<file path="config.mk">
export PLATFORM = sky130hd
export DESIGN_NAME = trees_burst_sequencer_flat
export DESIGN_NICKNAME = d
export VERILOG_FILES = /design/src/rtl/trees_pkg.sv /design/src/rtl/trees_burst_sequencer_if.sv /design/src/rtl/pred_unpacker.sv /design/src/rtl/trees_burst_sequencer.sv /design/src/flat_wrapper.sv
export SDC_FILE = /design/constraint.sdc
export NUM_CORES = 1
export LEC_CHECK = 0
export ABC_AREA = 1
export CAP_MARGIN = 20
export CORE_AREA = 2 2 164 166
export DETAILED_ROUTE_END_ITERATION = 7
export DIE_AREA = 0 0 166 168
export PLACE_DENSITY = 0.73
export RECOVER_POWER = 25
export SETUP_SLACK_MARGIN = 0.02
export SLEW_MARGIN = 40
export SYNTH_ARGS = -nofsm -noshare
export SYNTH_HDL_FRONTEND = slang
export SYNTH_HIERARCHICAL = 1
export SYNTH_SLANG_ARGS = --single-unit
</file>
<file path="constraint.sdc">
create_clock -name clk -period 4.55 [get_ports clk]
set_clock_uncertainty 0.2 [all_clocks]
set_input_delay 1.365 -clock clk [delete_from_list [all_inputs] [get_ports clk]]
set_output_delay 1.365 -clock clk [all_outputs]
set_load 0.01 [all_outputs]
</file>
<file path="src/rtl/trees_pkg.sv">
// Shared constants, derived widths and sequencer state encoding for the
// trees_ping_pong burst sequencer.
package trees_pkg;

    localparam int unsigned N_FEATURE      = 32;
    localparam int unsigned HALF_FEATURE   = N_FEATURE / 2;
    localparam int unsigned MAX_BURST      = 54;
    localparam int unsigned MAX_BURST_BITS = $clog2(MAX_BURST);
    localparam int unsigned WCNT_BITS      = $clog2(MAX_BURST * HALF_FEATURE) + 1;
    localparam int unsigned BYTE_IDX_BITS  = MAX_BURST_BITS + 3;

    typedef enum logic [3:0] {
        S_IDLE    = 4'd0,
        S_LOAD    = 4'd1,
        S_START   = 4'd2,
        S_GUARD   = 4'd3,
        S_WAIT    = 4'd4,
        S_RD_ADDR = 4'd5,
        S_RD_CAP  = 4'd6,
        S_EMIT    = 4'd7,
        S_NEXT    = 4'd8,
        S_FIN     = 4'd9
    } seq_state_t;

    function automatic logic [MAX_BURST_BITS-1:0] burst_of(input logic [31:0] remaining);
        if (remaining > 32'(MAX_BURST))
            return MAX_BURST_BITS'(MAX_BURST);
        else
            return remaining[MAX_BURST_BITS-1:0];
    endfunction

endpackage

</file>
<file path="src/rtl/trees_burst_sequencer_if.sv">
// Host/DMA, accelerator and prediction-stream signals of the burst sequencer.
interface trees_burst_sequencer_if;
    import trees_pkg::*;

    logic                      cfg_go;
    logic [31:0]               cfg_n_samples;
    logic                      busy;
    logic                      all_done;

    logic                      feat_valid;
    logic                      feat_ready;
    logic [63:0]               feat_data;

    logic                      acc_load_features;
    logic [31:0]               acc_feature_addr;
    logic [63:0]               acc_features2;
    logic [MAX_BURST_BITS-1:0] acc_burst_len;
    logic                      acc_start;
    logic                      acc_done;
    logic [MAX_BURST_BITS-1:0] acc_prediction_addr;
    logic [63:0]               acc_prediction;

    logic                      pred_valid;
    logic                      pred_ready;
    logic [7:0]                pred_data;
    logic                      pred_last;

    // Sequencer side.
    modport slave (
        input  cfg_go, cfg_n_samples, feat_valid, feat_data,
               acc_done, acc_prediction, pred_ready,
        output busy, all_done, feat_ready,
               acc_load_features, acc_feature_addr, acc_features2,
               acc_burst_len, acc_start, acc_prediction_addr,
               pred_valid, pred_data, pred_last
    );

    // Host, accelerator and prediction sink side.
    modport master (
        output cfg_go, cfg_n_samples, feat_valid, feat_data,
               acc_done, acc_prediction, pred_ready,
        input  busy, all_done, feat_ready,
               acc_load_features, acc_feature_addr, acc_features2,
               acc_burst_len, acc_start, acc_prediction_addr,
               pred_valid, pred_data, pred_last
    );

endinterface

</file>
<file path="src/rtl/pred_unpacker.sv">
// Holds one captured 64-bit prediction word and streams its valid bytes,
// low byte first, over a valid/ready handshake.
module pred_unpacker (
    input  logic        clk,
    input  logic        rst,
    input  logic        capture,
    input  logic [63:0] word,
    input  logic [3:0]  count,
    input  logic        final_word,
    input  logic        emit,
    input  logic        ready,
    output logic        valid,
    output logic [7:0]  data,
    output logic        last,
    output logic        word_done
);

    logic [63:0] shreg;
    logic [3:0]  nleft;

    always_ff @(posedge clk) begin
        if (rst) begin
            shreg <= '0;
            nleft <= '0;
        end else if (capture) begin
            shreg <= word;
            nleft <= count;
        end else if (valid && ready) begin
            shreg <= shreg >> 8;
            nleft <= nleft - 4'd1;
        end
    end

    // Outputs depend only on registered state, so they hold under back-pressure.
    always_comb begin
        valid     = emit && (nleft != 4'd0);
        data      = valid ? shreg[7:0] : '0;
        last      = valid && final_word && (nleft == 4'd1);
        word_done = valid && ready && (nleft == 4'd1);
    end

endmodule

</file>
<file path="src/rtl/trees_burst_sequencer.sv">
// Splits a run of samples into accelerator bursts: loads features, starts the
// accelerator, waits for done and streams the packed predictions out as bytes.
module trees_burst_sequencer
    import trees_pkg::*;
(
    input  logic                   clk,
    input  logic                   rst,
    trees_burst_sequencer_if.slave bus
);

    seq_state_t                state;
    logic [31:0]               remaining;
    logic [MAX_BURST_BITS-1:0] blen;
    logic [MAX_BURST_BITS-1:0] widx;
    logic [WCNT_BITS-1:0]      wcnt;
    logic                      guard_cnt;

    logic                      load_beat;
    logic                      last_beat;
    logic [WCNT_BITS-1:0]      words_needed;
    logic [BYTE_IDX_BITS-1:0]  next_bytes;
    logic [BYTE_IDX_BITS-1:0]  rem_bytes;
    logic                      more_words;
    logic [3:0]                word_bytes;
    logic                      final_word;
    logic                      in_burst;
    logic                      word_done;

    always_comb begin
        load_beat    = (state == S_LOAD) && bus.feat_valid;
        words_needed = WCNT_BITS'(blen) * WCNT_BITS'(HALF_FEATURE);
        last_beat    = load_beat && (wcnt == words_needed - WCNT_BITS'(1));
        next_bytes   = {widx + MAX_BURST_BITS'(1), 3'b000};
        rem_bytes    = {3'b000, blen} - {widx, 3'b000};
        more_words   = next_bytes < {3'b000, blen};
        word_bytes   = (rem_bytes >= BYTE_IDX_BITS'(8)) ? 4'd8 : rem_bytes[3:0];
        // Only the last word of the last burst carries the run's final byte.
        final_word   = (remaining == 32'(blen)) && !more_words;
        in_burst     = (state == S_START) || (state == S_GUARD) || (state == S_WAIT) ||
                       (state == S_RD_ADDR) || (state == S_RD_CAP) || (state == S_EMIT);
    end

    always_ff @(posedge clk) begin
        if (rst) begin
            state     <= S_IDLE;
            remaining <= '0;
            blen      <= '0;
            widx      <= '0;
            wcnt      <= '0;
            guard_cnt <= 1'b0;
        end else begin
            case (state)
                S_IDLE: begin
                    if (bus.cfg_go) begin
                        remaining <= bus.cfg_n_samples;
                        wcnt      <= '0;
                        widx      <= '0;
                        if (bus.cfg_n_samples == 32'd0) begin
                            state <= S_FIN;
                        end else begin
                            blen  <= burst_of(bus.cfg_n_samples);
                            state <= S_LOAD;
                        end
                    end
                end
                S_LOAD: begin
                    if (load_beat) begin
                        wcnt <= wcnt + WCNT_BITS'(1);
                        if (last_beat)
                            state <= S_START;
                    end
                end
                S_START: begin
                    guard_cnt <= 1'b0;
                    state     <= S_GUARD;
                end
                // A done level left high by the previous burst is masked here.
                S_GUARD: begin
                    guard_cnt <= 1'b1;
                    if (guard_cnt)
                        state <= S_WAIT;
                end
                S_WAIT: begin
                    if (bus.acc_done)
                        state <= S_RD_ADDR;
                end
                S_RD_ADDR: state <= S_RD_CAP;
                S_RD_CAP:  state <= S_EMIT;
                S_EMIT: begin
                    if (word_done) begin
                        widx  <= widx + MAX_BURST_BITS'(1);
                        state <= more_words ? S_RD_ADDR : S_NEXT;
                    end
                end
                S_NEXT: begin
                    remaining <= remaining - 32'(blen);
                    if (remaining != 32'(blen)) begin
                        blen  <= burst_of(remaining - 32'(blen));
                        wcnt  <= '0;
                        widx  <= '0;
                        state <= S_LOAD;
                    end else begin
                        state <= S_FIN;
                    end
                end
                S_FIN:   state <= S_IDLE;
                default: state <= S_IDLE;
            endcase
        end
    end

    always_comb begin
        bus.busy                = (state != S_IDLE);
        bus.all_done            = (state == S_FIN);
        bus.feat_ready          = (state == S_LOAD);
        bus.acc_load_features   = load_beat;
        bus.acc_feature_addr    = load_beat ? 32'(wcnt) : '0;
        bus.acc_features2       = load_beat ? bus.feat_data : '0;
        bus.acc_start           = (state == S_START);
        bus.acc_burst_len       = in_burst ? blen : '0;
        bus.acc_prediction_addr = widx;
    end

    pred_unpacker unpack (
        .clk        (clk),
        .rst        (rst),
        .capture    (state == S_RD_CAP),
        .word       (bus.acc_prediction),
        .count      (word_bytes),
        .final_word (final_word),
        .emit       (state == S_EMIT),
        .ready      (bus.pred_ready),
        .valid      (bus.pred_valid),
        .data       (bus.pred_data),
        .last       (bus.pred_last),
        .word_done  (word_done)
    );

endmodule

</file>
<file path="src/flat_wrapper.sv">
// flat-port wrapper written by rule: the top's interface ports become plain ports
module trees_burst_sequencer_flat import trees_pkg::*;
  (clk, rst, bus_cfg_go, bus_cfg_n_samples, bus_feat_valid, bus_feat_data, bus_acc_done, bus_acc_prediction, bus_pred_ready, bus_busy, bus_all_done, bus_feat_ready, bus_acc_load_features, bus_acc_feature_addr, bus_acc_features2, bus_acc_burst_len, bus_acc_start, bus_acc_prediction_addr, bus_pred_valid, bus_pred_data, bus_pred_last);
  trees_burst_sequencer_if bus_i ();
  input  logic clk;
  input  logic rst;
  input wire logic [$bits(bus_i.cfg_go)-1:0] bus_cfg_go;
  input wire logic [$bits(bus_i.cfg_n_samples)-1:0] bus_cfg_n_samples;
  input wire logic [$bits(bus_i.feat_valid)-1:0] bus_feat_valid;
  input wire logic [$bits(bus_i.feat_data)-1:0] bus_feat_data;
  input wire logic [$bits(bus_i.acc_done)-1:0] bus_acc_done;
  input wire logic [$bits(bus_i.acc_prediction)-1:0] bus_acc_prediction;
  input wire logic [$bits(bus_i.pred_ready)-1:0] bus_pred_ready;
  output wire logic [$bits(bus_i.busy)-1:0] bus_busy;
  output wire logic [$bits(bus_i.all_done)-1:0] bus_all_done;
  output wire logic [$bits(bus_i.feat_ready)-1:0] bus_feat_ready;
  output wire logic [$bits(bus_i.acc_load_features)-1:0] bus_acc_load_features;
  output wire logic [$bits(bus_i.acc_feature_addr)-1:0] bus_acc_feature_addr;
  output wire logic [$bits(bus_i.acc_features2)-1:0] bus_acc_features2;
  output wire logic [$bits(bus_i.acc_burst_len)-1:0] bus_acc_burst_len;
  output wire logic [$bits(bus_i.acc_start)-1:0] bus_acc_start;
  output wire logic [$bits(bus_i.acc_prediction_addr)-1:0] bus_acc_prediction_addr;
  output wire logic [$bits(bus_i.pred_valid)-1:0] bus_pred_valid;
  output wire logic [$bits(bus_i.pred_data)-1:0] bus_pred_data;
  output wire logic [$bits(bus_i.pred_last)-1:0] bus_pred_last;
  assign bus_i.cfg_go = bus_cfg_go;
  assign bus_i.cfg_n_samples = bus_cfg_n_samples;
  assign bus_i.feat_valid = bus_feat_valid;
  assign bus_i.feat_data = bus_feat_data;
  assign bus_i.acc_done = bus_acc_done;
  assign bus_i.acc_prediction = bus_acc_prediction;
  assign bus_i.pred_ready = bus_pred_ready;
  assign bus_busy = bus_i.busy;
  assign bus_all_done = bus_i.all_done;
  assign bus_feat_ready = bus_i.feat_ready;
  assign bus_acc_load_features = bus_i.acc_load_features;
  assign bus_acc_feature_addr = bus_i.acc_feature_addr;
  assign bus_acc_features2 = bus_i.acc_features2;
  assign bus_acc_burst_len = bus_i.acc_burst_len;
  assign bus_acc_start = bus_i.acc_start;
  assign bus_acc_prediction_addr = bus_i.acc_prediction_addr;
  assign bus_pred_valid = bus_i.pred_valid;
  assign bus_pred_data = bus_i.pred_data;
  assign bus_pred_last = bus_i.pred_last;
  trees_burst_sequencer u_core (.clk(clk), .rst(rst), .bus(bus_i));
endmodule
</file>
==> results.md, run 1 <==
- Count of cell types in the netlist: 50
- Top_reg_cell synth: dfxtp_1
- Layout area overhead: 38.4%
- Row count: 60
- Worst path max stage delay: between 500 and 600 ps
- Least-Margin Pin Slew: approximately 2100 ps
- Die Y: 168 um
- Hold Path Depth: 2
- Htree depth: 4
- Endpoints failing setup: 0
- Via-to-Cell Ratio: ~4.9
- TritonCTS clock tree: yes
- Initial antenna violation count: 0
- Via Count: around 10000
- Placed cells: between 2000 and 2500
- Largest net degree at the start of global routing: 94
- Final std cells w/o fill: 2036
- Leading cell type in the layout, fill and taps excluded: nand2_1
- DR pass1 iterations: 5
- P per Cell Area: 457 mW/mm2
- HP Start: u_core/unpack/shreg[47]$_SDFFE_PP0P_
- Mapped Area: 0.00897 mm2
- Final min period: 4460 ps
- DP Wirelength: roughly 22000 um
- Violated checks: max-capacitance violations, max-slew violations
- Avg WL per Cell: between 10 and 15 um
- Cell-by-cell trace of the critical path: clkdlybuf4s50_1, nand2_4, clkbuf_16, nor2_1, clkdlybuf4s50_1
- Worst hold slack: 261 ps
- DR iter-0 viols: 724
- Status: finished, violations left
- Number of synthesized flops with an enable pin: 0
- Syn Inst Count: 1436
- Placed cell area: 0.0118 mm2
- Fin area: approximately 0.012 mm2
- Final wirelength: 29700 um
- Most frequent cells in the layout: nand2_1, clkdlybuf4s50_1, inv_1, nor2_1, dfxtp_1
- Ys Warns: 6
- CP Data Arrival Time: 2900 ps
- Worst EP required: 2980 ps
- # DRC: 0
- CTS max path bufs: 2
- Reg2Reg Setup Slack: 440 ps
- Setup TNS: 0 ps
- Critical path class: input port to output port
- Most common cell on crit path: clkdlybuf4s50_1
- Async set or reset register ratio after synthesis: 0%
- Placer Congestion: 0.922
- Clock latency on the worst-skew pair: 440 ps
- Reg2Reg Depth: 13
- Die width: 166 um
- Crit-path max FO: 32
- ANT cells: 0
- Synthesized flop and latch total: 128
- Hold Violations, Final: 0
- RSZ-0062 raised after global routing: true
- Starting Density: 34.1%
- Max-Cap Viols: 1
- Slowest CP cell: clkdlybuf4s50_1
- Class of the tightest hold or removal check: register to register
- Fmax: about 0.22 GHz
- Max IR drop VDD: 0.000237 V
- GRT Overall Usage: between 20% and 30%
- Die area: roughly 0.028 mm2
- Crit start category: input port
- Slew headroom: -40.1%
- Final Max Tran Viols: 94
- TritonCTS buffer count: 17
- Reg-to-Reg Start: u_core/state[0]$_SDFFE_PP0P_
- Setup crit end kind: output port
- Pleak: 5.58 nW
- Cts hold-fix bufs: 0
- Grt total ovfl: 0
- Root buffer cell: clkbuf_16
- First-pass GRT wire length: 46400 um
- Syn_area_per_cell: 6.25 um2
- # IOs: 289
- Overall Power: 0.00568 W
- Vias in the first global route: 9258
- Worst flop-to-flop path endpoint: u_core/blen[3]$_SDFFE_PP0P_
- Final period util: a little over nine tenths
- Core Region: 0.0264 mm2
- I/O Buffers: 267
- Clk sink count: about 130
- Seq/Total Area, Yosys: 28.6%
- Endpoint, Worst Hold: u_core/unpack/shreg[47]$_SDFFE_PP0P_
- Final nets: 1868
- Share of cells above drive strength 1: 8.44%
- Post-route ant nets: 0
- Clk pin slew, worst setup/hold paths: approximately 60 ps
[synth_stat cells (6+ instances only)]
library cell	count	area [um2]
dfxtp_1	128	2560
xor2_1	13	114
clkbuf_1	22	82.6
ha_1	18	225
inv_1	221	830
buf_1	6	22.5
nor3_1	15	75.1
inv_2	12	45.0
o21ai_0	35	175
nand2_2	12	75.1
nor2_4	9	101
buf_2	18	90.1
nand3_1	78	390
buf_6	6	67.6
a21oi_1	97	485
nand4_1	18	113
nor4_1	9	56.3
nor2_1	208	781
nand2_1	366	1370
a31oi_1	9	56.3
o311ai_0	14	123
mux2_2	41	462
buf_4	25	188
[worst max-delay path by stage]
stage,slack [ps],depth (start not counted),startpoint,end
floorplan,850,4,bus_feat_valid,bus_acc_load_features
global placement,160,5,bus_feat_valid,bus_acc_feature_addr[10]
detailed placement,100,5,bus_feat_valid,bus_acc_features2[49]
CTS,50,11,u_core/blen[5]$_SDFFE_PP0P_,bus_pred_last
global route,20,5,bus_feat_valid,bus_acc_features2[53]
finish,90,5,bus_feat_valid,bus_acc_features2[21]
[worst max-delay path: cells and delay by family]
family,cells,cell delay (ps)
buf+inv,3,1300
simple gates,2,220
[cell families (layout without fill, tap and decap cells)]
| group | Yosys count | count (layout) | synth area share, % |
|---|---|---|---|
| and+or+nand+nor | 736 | 736 | 35.0 |
| buffers and inverters | 311 | 550 | 14.8 |
| AOI/OAI and AO/OA | 181 | 181 | 11.7 |
| DFF | 128 | 128 | 28.6 |
| muxes | 41 | 41 | 5.14 |
| adders and majority gates | 20 | 20 | 2.96 |
| xor gates and xnor gates | 18 | 18 | 1.76 |
| other | 1 | 21 | 0.0418 |
[power by group]
| group | switching [W] | total [W] | internal, W | leakage, nW |
|---|---|---|---|---|
| sequential | 0.000136 | 0.00139 | 0.00125 | 1.04 |
| combinational | 0.00189 | 0.00297 | 0.00108 | 4.28 |
| clock | 0.000604 | 0.00132 | 0.000714 | 0.266 |
[routing by layer]
metal / vias to the layer above / global-route usage, % / wire [um]
li1: 4979 / - / -
met1: 4532 / 26.0 / 12900
met2: 388 / 35.2 / 14200
met3: 37 / 4.07 / 2020
met4: 0 / 5.94 / 603
met5: - / 0 / 0
[registers in the layout, indices dropped and copies added (netlist names)]
| name | flops |
|---|---|
| u_core/blen | 6 |
| u_core/unpack/nleft | 4 |
| u_core/unpack/shreg | 64 |
| u_core/bus.acc_prediction_addr | 6 |
| u_core/remaining | 32 |
| u_core/guard_cnt | 1 |
| u_core/wcnt | 11 |
| u_core/state | 4 |
[timing repair]
action / 4_1_cts / 5_1_grt
setup endpoints to repair: 0 / 31
buffers inserted: 0 / 0
gates resized for setup: 0 / 12
[through the flow]
stage	worst slack, ps	utilization, %
after floorplan	854	-
after global routing	15.6	47.1
after CTS	54.2	47.1
final	88.0	47.1
after detailed placement	104	45.0
after global placement	160	44.9
[cell type report]
cell class / instances / area (um2)
clock buffers: 17 / 425
repair buffers: 284 / 2840
clock inverters: 15 / 125
flip-flops and latches: 128 / 2560
inverters: 234 / 878
well taps: 341 / 427
fillers: 2653 / 13900
multi-input cells: 1017 / 5160
No activity file was read; power rests on OpenSTA's default activity.
==> run 2: changes to the inputs <==
--- a/config.mk
+++ b/config.mk
@@ -13,7 +13,7 @@
 export PLACE_DENSITY = 0.73
 export RECOVER_POWER = 25
 export SETUP_SLACK_MARGIN = 0.02
-export SLEW_MARGIN = 40
+export SLEW_MARGIN = 20
 export SYNTH_ARGS = -nofsm -noshare
 export SYNTH_HDL_FRONTEND = slang
 export SYNTH_HIERARCHICAL = 1
==> results.md, run 2 (synthesized netlist as in run 1, its figures left out) <==
- TritonCTS buffer count: 17 (unchanged)
- Crit-path max FO: 65 (was 32)
- Via Count: 9861 (was 9936)
- Top Registers: u_core/unpack/shreg: 64 flops, u_core/remaining: 32 flops, u_core/wcnt: 11 flops (unchanged)
- # IOs: 289 (unchanged)
- Slowest CP cell: clkdlybuf4s50_1 (unchanged)
- Vias in the first global route: 9263 (was 9258)
- CTS max path bufs: 2 (unchanged)
- Cell-by-cell trace of the critical path: clkdlybuf4s50_1, nand2_2, buf_12, nor2_1, clkdlybuf4s50_1 (was clkdlybuf4s50_1, nand2_4, clkbuf_16, nor2_1, clkdlybuf4s50_1)
- Net Switching: 0.00261 W (was 0.00263 W)
- Die width: 166 um (unchanged)
- First-pass GRT wire length: 46900 um (was 46400 um)
- Critical path class: input port to output port (unchanged)
- Endpoints failing setup: 0 (unchanged)
- Class of the tightest hold or removal check: register to register (unchanged)
- I/O Buffers: 267 (unchanged)
- RSZ-0062 raised after global routing: false (was true)
- Switching share of power: 46.2% (was 46.3%)
- Internal: 0.00304 W (was 0.00305 W)
- P per Cell Area: 456 mW/mm2 (was 457 mW/mm2)
- Crit path buf inv count: 3 (unchanged)
- Sequential Power Share: 24.6% (was 24.5%)
- Row count: 60 (unchanged)
- Setup bufs post-CTS: 0 (unchanged)
- Final period util: 97.6% (was 98.1%)
- Biggest register: u_core/unpack/shreg (unchanged)
- Worst path max stage delay: 550 ps (about the same)
- Reg2Reg Setup Slack: 510 ps (was 440 ps)
- Placer Congestion: 0.922 (unchanged)
- Post-route ant nets: 0 (unchanged)
- Status: finished, violations left (unchanged)
- Final nets: 1867 (was 1868)
- Setup crit end kind: output port (unchanged)
- Clk pin slew, worst setup/hold paths: 60 ps (about the same)
- Final min period: 4440 ps (was 4460 ps)
- DR iter-0 viols: 662 (was 724)
- Via-to-Cell Ratio: 4.85 (was 4.88)
- Final Max Tran Viols: 94 (unchanged)
- Number of flip-flops in the largest register: 64 (unchanged)
- Die area: 0.0279 mm2 (unchanged)
- Layout area overhead: 38.2% (was 38.4%)
- Starting Density: 34.1% (unchanged)
- Initial antenna violation count: 0 (unchanged)
- Setup TNS: 0 ps (unchanged)
- Root buffer cell: clkbuf_16 (unchanged)
- Clk sink count: 128 (unchanged)
- Top delay family on crit path: buffers and inverters (unchanged)
- Avg WL per Cell: 14.5 um (was 14.6 um)
- Worst hold slack: 258 ps (was 261 ps)
- Max IR drop VDD: 0.000263 V (was 0.000237 V)
- Core Region: 0.0264 mm2 (unchanged)
- Most frequent cells in the layout: nand2_1, clkdlybuf4s50_1, inv_1, nor2_1, dfxtp_1 (unchanged)
- Clock network fraction of design power: 23.3% (was 23.2%)
- Die Y: 168 um (unchanged)
- Most common cell on crit path: clkdlybuf4s50_1 (unchanged)
- Worst EP required: 2980 ps (about the same)
- DR pass1 iterations: 5 (unchanged)
- TritonCTS clock tree: yes (unchanged)
- Pleak: 5.68 nW (was 5.58 nW)
- Overall Power: 0.00565 W (was 0.00568 W)
- DP Wirelength: 21800 um (was 21900 um)
- Slew headroom: -36.2% (was -40.1%)
- Combinational Power Share: 52.0% (was 52.3%)
- Grt total ovfl: 0 (unchanged)
- Htree depth: 4 (unchanged)
- GRT Overall Usage: 20.6% (was 20.5%)
- # DRC: 0 (unchanged)
- Max-Cap Viols: 1 (unchanged)
- Share of cells above drive strength 1: 8.50% (was 8.44%)
- ANT cells: 0 (unchanged)
- Largest net degree at the start of global routing: 94 (unchanged)
- Least-Margin Pin Slew: 2040 ps (was 2100 ps)
- Leading cell type in the layout, fill and taps excluded: nand2_1 (unchanged)
- Violated checks: max-capacitance violations, max-slew violations (unchanged)
- Clock latency on the worst-skew pair: 430 ps (was 440 ps)
- Final wirelength: 29400 um (was 29700 um)
- Hold Violations, Final: 0 (unchanged)
- CP Data Arrival Time: 2880 ps (was 2900 ps)
- Fmax: 0.225 GHz (was 0.224 GHz)
- Crit start category: input port (unchanged)
==> run 2: worst paths after layout <==
path	startpoint	end	depth (start not counted)
worst max-delay path	bus_feat_valid	bus_acc_feature_addr[6]	5
worst min-delay path	u_core/unpack/shreg[47]$_SDFFE_PP0P_	u_core/unpack/shreg[47]$_SDFFE_PP0P_	2
worst max register to register	u_core/state[0]$_SDFFE_PP0P_	u_core/blen[3]$_SDFFE_PP0P_	13
worst min register to register	u_core/unpack/shreg[47]$_SDFFE_PP0P_	u_core/unpack/shreg[47]$_SDFFE_PP0P_	2
==> run 2: layer usage <==
| layer | global-route usage, % | vias up | part of all wire [%] |
|---|---|---|---|
| met4 | 6.31 | 0 | 2.3 |
| met5 | 0 | - | 0 |
| met1 | 26.5 | 4450 | 44 |
| met3 | 3.74 | 46 | 6.5 |
| met2 | 35.2 | 389 | 48 |
| li1 | - | 4976 | - |
==> run 2: power groups by stage <==
stage | Combinational [W] | Clock, W | Sequential (W)
after floorplan | 0.00204 | 0 | 0.00137
after global placement | 0.00287 | 0 | 0.00141
after detailed placement | 0.00291 | 0 | 0.00141
after CTS | 0.00293 | 0.00134 | 0.00139
after global routing | 0.00328 | 0.00140 | 0.00141
final | 0.00294 | 0.00132 | 0.00139
==> run 2: repair_timing <==
action	4_1_cts	5_1_grt
gates resized for setup	0	17
setup endpoints to repair	0	15
hold buffers	0	0
endpoints found under the hold margin	0	0
==> run 2: worst min-delay path, cell delays in order, from the launching register on <==
cell	delay (ps)
dfxtp_1	310
nand2_1	60
a21oi_1	50
==> run 2: cell type report <==
type	count	area [um2]
repair buffers	283	2820
inverters	234	878
clock inverters	15	128
flip-flops and latches	128	2560
fillers	2639	13900
well taps	341	427
multi-input cells	1017	5160
clock buffers	17	425
==> run 2: per-stage QoR <==
step	utilization, %	cells	worst slack [ps]	area, um2
floorplan	-	1456	854	9050
global placement	44.9	2003	160	11800
detailed placement	44.9	2003	104	11800
CTS	47.0	2035	41.9	12400
global route	47.1	2035	20.9	12400
finish	47.1	2035	110	12400
